===== config.mk =====
export PLATFORM = sky130hd
export DESIGN_NAME = jogo_memoria_param
export DESIGN_NICKNAME = d
export VERILOG_FILES = /design/src/rtl/jogo_memoria_param.sv
export SDC_FILE = /design/constraint.sdc
export NUM_CORES = 1
export LEC_CHECK = 0
export BUFFER_PORTS_ARGS = -buffer_cell sky130_fd_sc_hd__buf_2
export CAP_MARGIN = 20
export CORE_ASPECT_RATIO = 0.7
export CORE_MARGIN = 2
export CORE_UTILIZATION = 61
export DETAILED_ROUTE_END_ITERATION = 10
export GPL_TIMING_DRIVEN = 1
export PLACE_DENSITY = 0.79
export SLEW_MARGIN = 5
export SYNTH_ARGS = -nofsm -noshare
export SYNTH_HDL_FRONTEND = slang
export SYNTH_SLANG_ARGS = --single-unit

===== constraint.sdc =====
create_clock -name clock -period 3.6 [get_ports clock]
set_clock_uncertainty 0.15 [all_clocks]
set_input_delay 0 -clock clock [delete_from_list [all_inputs] [get_ports clock]]
set_output_delay 0 -clock clock [all_outputs]
set_load 0.01 [all_outputs]

===== src/rtl/jogo_memoria_param.sv =====
// Growing-sequence memory game: an LFSR fills the sequence, each round replays the
// prefix on the LEDs and then checks the player's answers key by key.
//
// state          | meaning
// ---------------+--------------------------------------------------------------
// inicial    (0) | idle after reset, waits for iniciar
// preparacao (1) | LFSR fills the sequence memory, one element per cycle
// mostra_aceso(2)| current element lit for T_MOSTRA cycles
// mostra_apagado(3)| dark gap of T_APAGADO cycles after each element
// espera_jogada(4)| keys echoed on leds, waiting for a press (timeout optional)
// espera_soltar(5)| waiting for all keys released
// compara    (6) | registered press checked against the expected element
// proxima_rodada(7)| round complete: win or grow the sequence by one
// fim_acerto (A) | game won
// fim_erro   (E) | wrong key
// fim_timeout(D) | player too slow
module jogo_memoria_param #(
    parameter int         N_CHAVES       = 4,
    parameter int         MAX_RODADAS    = 16,
    parameter int         T_MOSTRA       = 1000,
    parameter int         T_APAGADO      = 250,
    parameter int         TIMEOUT_CICLOS = 5000,
    parameter logic [7:0] SEMENTE        = 8'h01
) (
    input  logic                             clock,
    input  logic                             reset,
    input  logic                             iniciar,
    input  logic [N_CHAVES-1:0]              chaves,
    input  logic [1:0]                       nivel_jogadas,
    input  logic                             nivel_tempo,
    output logic [N_CHAVES-1:0]              leds,
    output logic                             acertou,
    output logic                             errou,
    output logic                             timeout,
    output logic                             pronto,
    output logic [$clog2(MAX_RODADAS):0]     rodada,
    output logic [3:0]                       db_estado
);

    localparam int KW    = $clog2(N_CHAVES);
    localparam int IW    = $clog2(MAX_RODADAS);
    localparam int RW    = IW + 1;
    localparam int T_MAX = (T_MOSTRA > T_APAGADO) ? T_MOSTRA : T_APAGADO;
    localparam int TW    = $clog2(T_MAX + 1);
    localparam int OW    = $clog2(TIMEOUT_CICLOS + 1);

    typedef enum logic [3:0] {
        ST_INICIAL        = 4'h0,
        ST_PREPARACAO     = 4'h1,
        ST_MOSTRA_ACESO   = 4'h2,
        ST_MOSTRA_APAGADO = 4'h3,
        ST_ESPERA_JOGADA  = 4'h4,
        ST_ESPERA_SOLTAR  = 4'h5,
        ST_COMPARA        = 4'h6,
        ST_PROXIMA_RODADA = 4'h7,
        ST_FIM_ACERTO     = 4'hA,
        ST_FIM_TIMEOUT    = 4'hD,
        ST_FIM_ERRO       = 4'hE
    } estado_t;

    estado_t             estado_q, estado_d;
    logic [IW-1:0]       idx_q, idx_d;
    logic [RW-1:0]       rod_q, rod_d;
    logic [TW-1:0]       tmr_q, tmr_d;
    logic [OW-1:0]       to_q, to_d;
    logic [7:0]          lfsr_q, lfsr_d;
    logic [N_CHAVES-1:0] jogada_q, jogada_d;
    logic [1:0]          nj_q, nj_d;
    logic                nt_q, nt_d;
    logic                pos_rodada_q, pos_rodada_d;

    logic [KW-1:0]       mem_q [MAX_RODADAS];
    logic                mem_we;

    logic [N_CHAVES-1:0] leds_q, leds_d;
    logic                acertou_q, acertou_d;
    logic                errou_q, errou_d;
    logic                timeout_q, timeout_d;
    logic                pronto_q, pronto_d;
    logic [RW-1:0]       rodada_q, rodada_d;
    logic [3:0]          db_estado_q, db_estado_d;

    logic [7:0]          lfsr_step;
    logic [N_CHAVES-1:0] alvo;
    logic [RW-1:0]       limite;
    logic                mais;

    always_comb begin
        lfsr_step = {lfsr_q[6:0], lfsr_q[7] ^ lfsr_q[5] ^ lfsr_q[4] ^ lfsr_q[3]};
        alvo      = N_CHAVES'(1) << mem_q[idx_q];
        limite    = RW'(MAX_RODADAS / 4) * (RW'(nj_q) + RW'(1));
        mais      = (RW'(idx_q) + RW'(1)) < rod_q;
    end

    always_comb begin
        estado_d     = estado_q;
        idx_d        = idx_q;
        rod_d        = rod_q;
        tmr_d        = tmr_q;
        to_d         = to_q;
        lfsr_d       = lfsr_q;
        jogada_d     = jogada_q;
        nj_d         = nj_q;
        nt_d         = nt_q;
        pos_rodada_d = pos_rodada_q;
        mem_we       = 1'b0;

        case (estado_q)
            ST_INICIAL, ST_FIM_ACERTO, ST_FIM_ERRO, ST_FIM_TIMEOUT: begin
                if (iniciar) begin
                    estado_d = ST_PREPARACAO;
                    nj_d     = nivel_jogadas;
                    nt_d     = nivel_tempo;
                    lfsr_d   = SEMENTE;
                    idx_d    = '0;
                    rod_d    = '0;
                end
            end
            ST_PREPARACAO: begin
                lfsr_d = lfsr_step;
                mem_we = 1'b1;
                if (idx_q == IW'(MAX_RODADAS - 1)) begin
                    idx_d    = '0;
                    rod_d    = RW'(1);
                    tmr_d    = TW'(T_MOSTRA - 1);
                    estado_d = ST_MOSTRA_ACESO;
                end else begin
                    idx_d = idx_q + IW'(1);
                end
            end
            ST_MOSTRA_ACESO: begin
                if (tmr_q == '0) begin
                    tmr_d    = TW'(T_APAGADO - 1);
                    estado_d = ST_MOSTRA_APAGADO;
                end else begin
                    tmr_d = tmr_q - TW'(1);
                end
            end
            ST_MOSTRA_APAGADO: begin
                if (tmr_q != '0) begin
                    tmr_d = tmr_q - TW'(1);
                end else if (mais) begin
                    idx_d    = idx_q + IW'(1);
                    tmr_d    = TW'(T_MOSTRA - 1);
                    estado_d = ST_MOSTRA_ACESO;
                end else begin
                    idx_d    = '0;
                    to_d     = OW'(TIMEOUT_CICLOS - 1);
                    estado_d = ST_ESPERA_JOGADA;
                end
            end
            ST_ESPERA_JOGADA: begin
                // a press in the same cycle as the last idle tick still counts
                if (chaves != '0) begin
                    jogada_d = chaves;
                    estado_d = ST_COMPARA;
                end else if (nt_q) begin
                    if (to_q == '0) estado_d = ST_FIM_TIMEOUT;
                    else            to_d     = to_q - OW'(1);
                end
            end
            ST_COMPARA: begin
                if (jogada_q != alvo) begin
                    estado_d = ST_FIM_ERRO;
                end else if (mais) begin
                    idx_d        = idx_q + IW'(1);
                    pos_rodada_d = 1'b0;
                    estado_d     = ST_ESPERA_SOLTAR;
                end else begin
                    estado_d = ST_PROXIMA_RODADA;
                end
            end
            ST_PROXIMA_RODADA: begin
                if (rod_q == limite) begin
                    estado_d = ST_FIM_ACERTO;
                end else begin
                    rod_d        = rod_q + RW'(1);
                    idx_d        = '0;
                    pos_rodada_d = 1'b1;
                    estado_d     = ST_ESPERA_SOLTAR;
                end
            end
            ST_ESPERA_SOLTAR: begin
                // after a completed round the release only gates the next replay
                if (chaves == '0) begin
                    if (pos_rodada_q) begin
                        tmr_d    = TW'(T_MOSTRA - 1);
                        estado_d = ST_MOSTRA_ACESO;
                    end else begin
                        to_d     = OW'(TIMEOUT_CICLOS - 1);
                        estado_d = ST_ESPERA_JOGADA;
                    end
                end else if (nt_q && !pos_rodada_q) begin
                    if (to_q == '0) estado_d = ST_FIM_TIMEOUT;
                    else            to_d     = to_q - OW'(1);
                end
            end
            default: estado_d = ST_INICIAL;
        endcase
    end

    always_comb begin
        leds_d      = '0;
        acertou_d   = (estado_q == ST_FIM_ACERTO);
        errou_d     = (estado_q == ST_FIM_ERRO);
        timeout_d   = (estado_q == ST_FIM_TIMEOUT);
        pronto_d    = acertou_d || errou_d || timeout_d;
        rodada_d    = rod_q;
        db_estado_d = estado_q;
        if (estado_q == ST_MOSTRA_ACESO)  leds_d = alvo;
        if (estado_q == ST_ESPERA_JOGADA) leds_d = chaves;
    end

    always_ff @(posedge clock or negedge reset) begin
        if (!reset) begin
            estado_q     <= ST_INICIAL;
            idx_q        <= '0;
            rod_q        <= '0;
            tmr_q        <= '0;
            to_q         <= '0;
            lfsr_q       <= SEMENTE;
            jogada_q     <= '0;
            nj_q         <= '0;
            nt_q         <= 1'b0;
            pos_rodada_q <= 1'b0;
            leds_q       <= '0;
            acertou_q    <= 1'b0;
            errou_q      <= 1'b0;
            timeout_q    <= 1'b0;
            pronto_q     <= 1'b0;
            rodada_q     <= '0;
            db_estado_q  <= '0;
        end else begin
            estado_q     <= estado_d;
            idx_q        <= idx_d;
            rod_q        <= rod_d;
            tmr_q        <= tmr_d;
            to_q         <= to_d;
            lfsr_q       <= lfsr_d;
            jogada_q     <= jogada_d;
            nj_q         <= nj_d;
            nt_q         <= nt_d;
            pos_rodada_q <= pos_rodada_d;
            leds_q       <= leds_d;
            acertou_q    <= acertou_d;
            errou_q      <= errou_d;
            timeout_q    <= timeout_d;
            pronto_q     <= pronto_d;
            rodada_q     <= rodada_d;
            db_estado_q  <= db_estado_d;
        end
    end

    always_ff @(posedge clock) begin
        if (mem_we) mem_q[idx_q] <= lfsr_step[KW-1:0];
    end

    assign leds      = leds_q;
    assign acertou   = acertou_q;
    assign errou     = errou_q;
    assign timeout   = timeout_q;
    assign pronto    = pronto_q;
    assign rodada    = rodada_q;
    assign db_estado = db_estado_q;

endmodule


==> summary.md <==
| Metric | Value |
|---|---|
| Total number of vias | `4,078` |
| DIE HEIGHT | `81.1 µm` |
| Worst EP required | `3700 ps` |
| Layout cells sized above 1 | `14.8%` |
| Post-route DRC | `0` |
| Clock share of power | `22.6%` |
| Fmax | `0.295 GHz` |
| Core footprint | `8340 µm²` |
| Average routed wire per standard cell | `17.4 µm` |
| First-pass GRT wire length | `18,900 µm` |
| RSZ-0062 raised after global routing | `no` |
| Part of the power in registers | `39.9%` |
| NetSw | `1.71 mW` |
| Static leakage | `2.47 nW` |
| DP Area | `5460 µm²` |
| Rows | `28` |
| Crit path from | `idx_q[0]` |
| Area growth syn-to-layout | `13.1%` |
| Final wirelength | `11,400 µm` |
| Commonest non-fill, non-tap cell in the layout | `dfrtp_1` |
| Hold slack | `15.5 ps` |
| Pre-CTS setup slack | `125 ps` |
| Clock sink total | `101` |
| Peak supply drop | `0.451 mV` |
| Ant diodes | `0` |
| Combinational share of power | `37.6%` |
| Vias in the first global route | `3,812` |
| Commonest non-fill, non-tap cells in the layout | `dfrtp_1 (68), nand2_1 (52), nor2_1 (51)` |
| Avg Inst Size Synth | `10.2 µm²` |
| Async SR Flop Fraction | `68.3%` |
| Crit path DAT | `3490 ps` |
| NumNets Final | `569` |
| Post-CTS Setup Inserts | `0` |
| Drt pass-1 iters | `5` |
| Seq/Total Area, Yosys | `52.0%` |
| CTS Buf Count | `9` |
| Primary FF master, synth | `dfrtp_1` |
| I/O pins | `27` |
| Final slew viol count | `0` |
| Post-synth EDFFs | `32` |
| Hpwl dp | `8010 µm` |
| Register Area | `2690 µm²` |
| Seq cells post-synth | `101` |
| Root Buffer | `clkbuf_16` |
| Slowest stage delay, CP | `610 ps` |
| Detailed router's first-iteration violation count | `423` |
| GRT overflow | `0` |
| Status | `finished, final reports clean` |
| Multi-input gate area | `2310 µm²` |
| Setup_tns | `0 ps` |
| Syn_nets | `531` |
| Initial antenna violation count | `0` |
| Final Hold Viols | `0` |
| CTS tree | `yes` |
| Synth Instances | `506` |
| Final WS setup | `215 ps` |
| Hold Crit Start | `iniciar` |
| Largest net degree at the start of global routing | `39` |
| IO Port Bufs | `26` |
| Post-layout instance area | `5850 µm²` |
| Total of max-cap violations | `0` |
| Switching share of power | `38.7%` |
| H-tree levels | `3` |
| Post-Synthesis Cell Area | `5170 µm²` |
| Total power | `4.42 mW` |
| Final ANT Viol Nets | `0` |
| Cells along the critical path | `buf_4 > ha_1 > nand3_1 > inv_1 > ha_1 > nand2_1 > a21oi_2 > o21ai_0 > a2111o_2 > or4_1 > o311ai_1` |
| Synth unique cells | `64` |
| Via-to-Cell Ratio | `6.24` |
| Final worst path period share | `94.0%` |
| Startpoint types | `flop` |
| Starting density of the core | `62.1%` |
| # fillers | `622` |
| CP Max Fanout | `17` |
| Most used cell, CP | `ha_1` |
| Crit-path slowest cell | `a2111o_2` |
| Skew-Pair Late Insertion Delay | `350 ps` |
| Power Dens Cells | `755 nW/µm²` |
| # setup viols final | `0` |
| P_int | `2.71 mW` |
| Minimum clock period | `3390 ps` |
| Gr usage total | `26.6%` |
| Yosys warning total | `0` |
| Max-slew headroom | `40.6%` |
| Width of the die | `114 µm` |
| Die area | `9250 µm²` |
| Reg-to-reg critical path startpoint | `idx_q[0]` |
| Worst Max-Slew Pin Slew | `892 ps` |
| Setup CP Type | `flop to flop` |
| RePlAce Congestion | `0.900` |
| Max clock buf depth | `2` |
| Crit end category | `flop` |
| Hold Crit Class | `primary input to flop` |
| Clk slew on worst S/H paths | `70 ps` |
what timing repair did:
item                       4_1_cts  5_1_grt
resized for setup                0        2
hold endpoints to repair        42        0
setup endpoints to repair        0        7
hold buffers                     8        0
power by group through the flow:
stage,registers (mW),clock network (mW),logic [mW]
CTS,1.76,1.00,1.61
global placement,1.76,0,1.53
global route,1.80,1.05,1.84
finish,1.76,0.997,1.66
floorplan,1.71,0,1.17
detailed placement,1.78,0,1.59
worst max-delay path, delay by kind of cell (launching register included):
kind	cells	cell delay [ps]
DFF	1	390
AOI/OAI and AO/OA	4	1140
adders and majority gates	2	560
buffers and inverters	2	230
and+or+nand+nor	3	810
synth_stat cells (3+ instances only):
cell type	n	share of area, %
dfrtp_1	68	33
nand2_1	52	3.8
nor2_1	51	3.7
o21ai_0	33	3.2
edfxtp_1	32	19
a21oi_1	30	2.9
nand3_1	21	2.0
inv_1	20	1.5
nor3_1	18	1.7
ha_1	15	3.6
clkbuf_1	13	0.94
nand2b_1	13	1.6
or3_1	13	1.6
or4_1	10	1.5
mux4_2	9	3.9
mux2i_1	8	1.5
a211oi_1	7	1.0
buf_2	6	0.58
o31ai_1	6	0.87
xor2_1	6	1.0
and3_1	5	0.60
a21o_1	4	0.58
nor4_1	4	0.48
a22oi_1	3	0.44
buf_1	3	0.22
mux2_2	3	0.65
nand4_1	3	0.36
o211ai_1	3	0.44
or2_2	3	0.36
xnor2_1	3	0.51
stage by stage:
step | util [%] | std cells
floorplan | - | 506
global placement | 65.4 | 630
detailed placement | 65.4 | 630
CTS | 70.0 | 654
global route | 70.2 | 654
finish | 70.2 | 654
flip-flops by register name, indices dropped and copies added, names as in the netlist, 2 cells and up:
register and count:
to_q 13, nj_q 2, idx_q 4, db_estado 4
rodada 5, mem_q 32, tmr_q 10, db_estado_d 4
jogada_q 4, lfsr_q 8, rod_q 5, leds 4
final timing paths:
kind | end | slack [ps] | cells past startpoint
setup / recovery | to_q[12] | 210 | 11
hold / removal | lfsr_q[0] | 20 | 4
setup reg to reg | to_q[12] | 210 | 11
hold reg to reg | lfsr_q[7] | 320 | 2
max in group asynchronous | jogada_q[1] | 2280 | 3
min in group asynchronous | to_q[1] | 80 | 2
logic make-up (layout without fill, tap and decap cells):
| logic type | after synthesis | in the layout | synth area share [%] |
|---|---|---|---|
| fa+ha+maj | 15 | 15 | 3.63 |
| compound gates | 110 | 110 | 13.4 |
| simple gates | 204 | 204 | 19.4 |
| buf+inv | 45 | 88 | 3.55 |
| flops | 101 | 101 | 52.0 |
| mux | 22 | 22 | 6.55 |
| xor+xnor | 9 | 9 | 1.52 |
final cells by class:
cell class	count	area share, %
Clock buffer	9	3.85
Clock inverter	7	1.37
Inverter	22	1.41
Multi-Input combinational cell	360	39.5
Sequential cell	101	45.9
Tap cell	105	2.24
Timing Repair Buffer	50	5.64
metal layers:
| layer | vias to the layer above | GRT usage [%] | routed length, µm |
|---|---|---|---|
| li1 | 1924 | - | - |
| met1 | 1976 | 40.9 | 5510 |
| met2 | 160 | 36.9 | 4800 |
| met3 | 18 | 7.09 | 904 |
| met4 | 0 | 8.41 | 148 |
| met5 | - | 0 | 0 |
(Power assumes the default switching activity.)
